`src/rtl/sel_input_mux_rom_if.sv`:
```
// sel_input_mux_rom_if -- selector-register channel lookup bus.
//   address : channel index (CH_IN_SEL field), driven by the master
//   q       : registered channel descriptor, driven by the ROM (slave)
// Modports: master (requester side), slave (ROM side).
interface sel_input_mux_rom_if #(
   parameter int unsigned AW = 8,
   parameter int unsigned DW = 15
);
   logic [AW-1:0] address;
   logic [DW-1:0] q;

   modport master (output address, input  q);
   modport slave  (input  address, output q);
endinterface

```
`src/rtl/sel_input_mux_rom.sv`:
```
// sel_input_mux_rom -- fixed channel-descriptor ROM for the input mux selector.
// Descriptor layout:
//   q[3:0]  mux input address (a2_0..a2_3) = index mod 16
//   q[13:4] one-hot mux enable, bit 4+k drives en2_(k+1), k = index / 16
//   q[14]   entry-valid flag
// Indices >= DEPTH read as all zeros.
// Ports:
//   clock : rising-edge clock for all state
//   rst_  : synchronous active-low reset, clears every register
//   bus   : sel_input_mux_rom_if.slave (address in, q out)
// Build option: define SEL_ROM_OUTREG_EN to add an output register
// (2-cycle read latency instead of 1); table content is unchanged.
module sel_input_mux_rom #(
   parameter int unsigned AW    = 8,
   parameter int unsigned DW    = 15,
   parameter int unsigned DEPTH = 157
) (
   input logic                clock,
   input logic                rst_,
   sel_input_mux_rom_if.slave bus
);

   localparam int unsigned EW = DW - 5;   // width of the one-hot enable field

   logic [3:0]    idx;
   logic [AW-5:0] grp;
   logic          valid;
   logic [EW-1:0] en;
   logic [DW-1:0] word;
   logic [DW-1:0] q_reg;

   // The table is a pure function of the index, so it is generated from the
   // index fields rather than stored as a literal list of DEPTH words.
   always_comb begin
      idx   = bus.address[3:0];
      grp   = bus.address[AW-1:4];
      valid = (32'(bus.address) < DEPTH);
      en    = '0;
      for (int unsigned k = 0; k < EW; k++) begin
         en[k] = valid && (32'(grp) == k);
      end
      word = {valid, en, (valid ? idx : 4'h0)};
   end

`ifdef SEL_ROM_OUTREG_EN
   logic [DW-1:0] stage;

   always_ff @(posedge clock) begin
      if (!rst_) begin
         stage <= '0;
         q_reg <= '0;
      end else begin
         stage <= word;
         q_reg <= stage;
      end
   end
`else
   always_ff @(posedge clock) begin
      if (!rst_) begin
         q_reg <= '0;
      end else begin
         q_reg <= word;
      end
   end
`endif

   assign bus.q = q_reg;

endmodule

```
`src/flat_wrapper.sv`:
```
// flat-port wrapper written by rule: the top's interface ports become plain ports
module sel_input_mux_rom_flat 
#(
   parameter int unsigned AW    = 8,
   parameter int unsigned DW    = 15,
   parameter int unsigned DEPTH = 157
)
  (clock, rst_, bus_address, bus_q);
  sel_input_mux_rom_if #(.AW(AW), .DW(DW)) bus_i ();
  input logic clock;
  input logic rst_;
  input wire logic [$bits(bus_i.address)-1:0] bus_address;
  output wire logic [$bits(bus_i.q)-1:0] bus_q;
  assign bus_i.address = bus_address;
  assign bus_q = bus_i.q;
  sel_input_mux_rom #(.AW(AW), .DW(DW), .DEPTH(DEPTH)) u_core (.clock(clock), .rst_(rst_), .bus(bus_i));
endmodule
```
`config.mk`:
```
export PLATFORM = sky130hd
export DESIGN_NAME = sel_input_mux_rom_flat
export DESIGN_NICKNAME = d
export VERILOG_FILES = /design/src/rtl/sel_input_mux_rom_if.sv /design/src/rtl/sel_input_mux_rom.sv /design/src/flat_wrapper.sv
export SDC_FILE = /design/constraint.sdc
export NUM_CORES = 1
export LEC_CHECK = 0
export BUFFER_PORTS_ARGS = -buffer_cell sky130_fd_sc_hd__buf_2
export CORE_AREA = 2 2 39 41
export DETAILED_ROUTE_END_ITERATION = 10
export DIE_AREA = 0 0 41 43
export PLACE_DENSITY = 0.72
export SYNTH_ARGS = -nofsm -noshare
export SYNTH_HDL_FRONTEND = slang
export SYNTH_SLANG_ARGS = --single-unit
```
`constraint.sdc`:
```
create_clock -name clock -period 0.9 [get_ports clock]
set_input_delay 0 -clock clock [delete_from_list [all_inputs] [get_ports clock]]
set_output_delay 0 -clock clock [all_outputs]
set_load 0.05 [all_outputs]
```
==> results by group <==
Yosys
  – Warnings, synthesis: 0
  – Avg Inst Size Synth: 11.3 um^2
  – Area leader, netlist: dfxtp_1
  – Largest cells by area after synthesis: dfxtp_1 59%, a211oi_1 7.4%, nor4b_4 4.7%, nor2_1 4.4%, nand2_1 3.7%
  – Seq/Total Area, Yosys: 0.593
  – Cell variety after synth: 15
  – Post-Synthesis Cells: 45
  – Post-Syn Nets: 55
  – Post-Syn Area: 507 um^2
  – Post-synth top area share: 0.593
  – Yosys reg bits: 15

Clock tree
  – CTS tree: done
  – Sink Count: 15
  – H-Tree Level Count: 1
  – Clk buf depth: 2
  – Post-CTS setup buffers: 0
  – Cts bufs inserted: 3
  – CTS clk-pin slew, worst paths: 0.08 ns
  – Root buf cell: clkbuf_4

Detailed routing
  – Drt drc: 0
  – Wirelength per Cell: 10.1 um
  – Number of DRC markers in iteration 0: 2
  – Mean number of vias per cell: 4.53
  – Initial DRT Pass Iterations: 3
  – Post-route ant nets: 0
  – Post-Route WL: 961 um
  – Vias: 430

Timing
  – Fin crit period: 0.836 ns
  – Unrepaired setup endpoints after global routing: no
  – Max transition margin: 0.832
  – Final setup violation count: 0
  – Final hold vios: 0
  – Peak Freq: 1200 MHz
  – Worst Max-Slew Pin Slew: 0.252 ns
  – Crit share post-route: 0.929
  – Worst hold slack: 0.0127 ns
  – Setup Total Neg Slack: 0 ns
  – Final Max Tran Viols: 0

GRT
  – Vias in the first global route: 387
  – Overflow left after global routing: 0
  – GRT Total Usage: 0.134
  – First-pass GRT wire length: 1580 um
  – Initial antenna violation count: 0
  – Largest net degree at the start of global routing: 9

Finish
  – Design area: 733 um^2
  – Share of cells above drive strength 1: 0.405
  – Largest register FFs: 15
  – Layout area overhead: 44.7%
  – Nets: 90
  – # diodes: 0
  – Layout Cells excl Fill: 95

Worst setup path
  – Worst EP required: 0.90 ns
  – Crit Path Class: reg -> out
  – CP endpoint: bus_q[14]
  – WP buf/inv: 1
  – CP endpoint kind: primary output
  – Crit path max-delay family: flip-flops
  – Max FO, Critical Path: 1
  – CP Data Arrival Time: 0.84 ns
  – Worst setup path startpoint: u_core.bus.q[14]
  – Slowest CP cell: dfxtp_1
  – Setup crit start kind: flop
  – Slowest stage delay, CP: 0.32 ns
  – Crit-path cells: buf_2
  – Critical path depth: 1

Hold path
  – Worst hold path depth: 3
  – Hold/Removal Path Class: in -> reg
  – Hold path start: bus_address[4]

Power and ir drop
  – Power density over the cells: 1700 nW/um^2
  – LEAKAGE: 0.345 nW
  – Cell-internal power: 0.000925 W
  – Sw frac: 0.257
  – Sequential fraction of design power: 0.551
  – Worst vdd ir: 0.535 mV
  – Power Total: 0.00124 W
  – Comb pwr share: 0.164
  – Sw Pwr: 0.000320 W
  – Clock share of power: 0.285

Floorplan
  – # IOs: 25
  – Core ar.: 1380 um^2
  – Starting density of the core: 0.366
  – Die area: 1760 um^2
  – Num rows: 14
  – Chip height: 43 um
  – Die X: 41 um

Placed design
  – Post-DP HPWL: 702 um
  – Dpl cells: 85
  – Final GP Congestion: 0.732
  – I/O Buffers: 24
  – Placed inst area: 647 um^2

Outcome
  – Status: finished, final reports clean

Job
  – Max Cap Viol: 0
## logic make-up after synthesis
logic type             count (synthesis)  synth area share
buffers and inverters                  2            0.0222
AND/OR/NAND/NOR                       21             0.277
AO/OA/AOI/OAI                          7             0.109
flip-flops                            15             0.593
## placed cells by master, fill, tap and decap left out, drive strengths merged
cell	netlist	routed
buf	1	25
dfxtp	15	15
nor2	6	6
dlygate4sd3	0	6
nand2	5	5
a211oi	5	5
clkbuf	0	4
nor3	3	3
nand3b	2	2
nand2b	2	2
or3b	1	1
and4bb	1	1
o211a	1	1
inv	1	1
o21a	1	1
nor4b	1	1
## per-layer routing
| layer | routed length, um | global-route usage |
|---|---|---|
| met5 | 0 | 0 |
| met4 | 27 | 0.140 |
| met3 | 44 | 0 |
| met2 | 479 | 0.191 |
| met1 | 409 | 0.167 |
## power by group through the flow
| stage | clock network [W] | logic [W] | registers [W] |
|---|---|---|---|
| finish | 0.000355 | 0.000204 | 0.000686 |
| global route | 0.000406 | 0.000219 | 0.000688 |
| CTS | 0.000371 | 0.000203 | 0.000686 |
| detailed placement | 0 | 0.000183 | 0.000702 |
| global placement | 0 | 0.000180 | 0.000702 |
| floorplan | 0 | 0.0000547 | 0.000772 |
## final cells by class
cell class | count | area [um^2]
clock buffer | 4 | 26.3
sequential | 15 | 300
timing repair buffer | 31 | 188
tap | 16 | 20.0
inverter | 1 | 3.75
fill | 127 | 651
multi-input combinational | 28 | 195
## worst min path at each step
stage / end
after floorplan: u_core.bus.q[4]
after global placement: u_core.bus.q[1]
after detailed placement: u_core.bus.q[0]
after CTS: u_core.bus.q[7]
after global routing: u_core.bus.q[7]
final: u_core.bus.q[11]
## cells in the mapped netlist
cell type	count
dfxtp_1	15
nor2_1	6
a211oi_1	5
nand2_1	5
nand2b_1	2
nand3b_1	2
nor3_1	2
and4bb_4	1
buf_4	1
inv_1	1
nor3_2	1
nor4b_4	1
o211a_1	1
o21a_1	1
or3b_4	1
## per-stage QoR
stage	worst slack [ns]	utilization
global route	0.00925	0.530
global placement	0.124	0.467
floorplan	0.233	-
CTS	0.0513	0.530
finish	0.0640	0.530
detailed placement	0.122	0.467
## what timing repair did
action / in CTS / in global routing
gates resized for setup: 0 / 0
hold buffers: 6 / 0
endpoints found under the hold margin: 7 / 0
No activity file was read; power rests on OpenSTA's default activity.
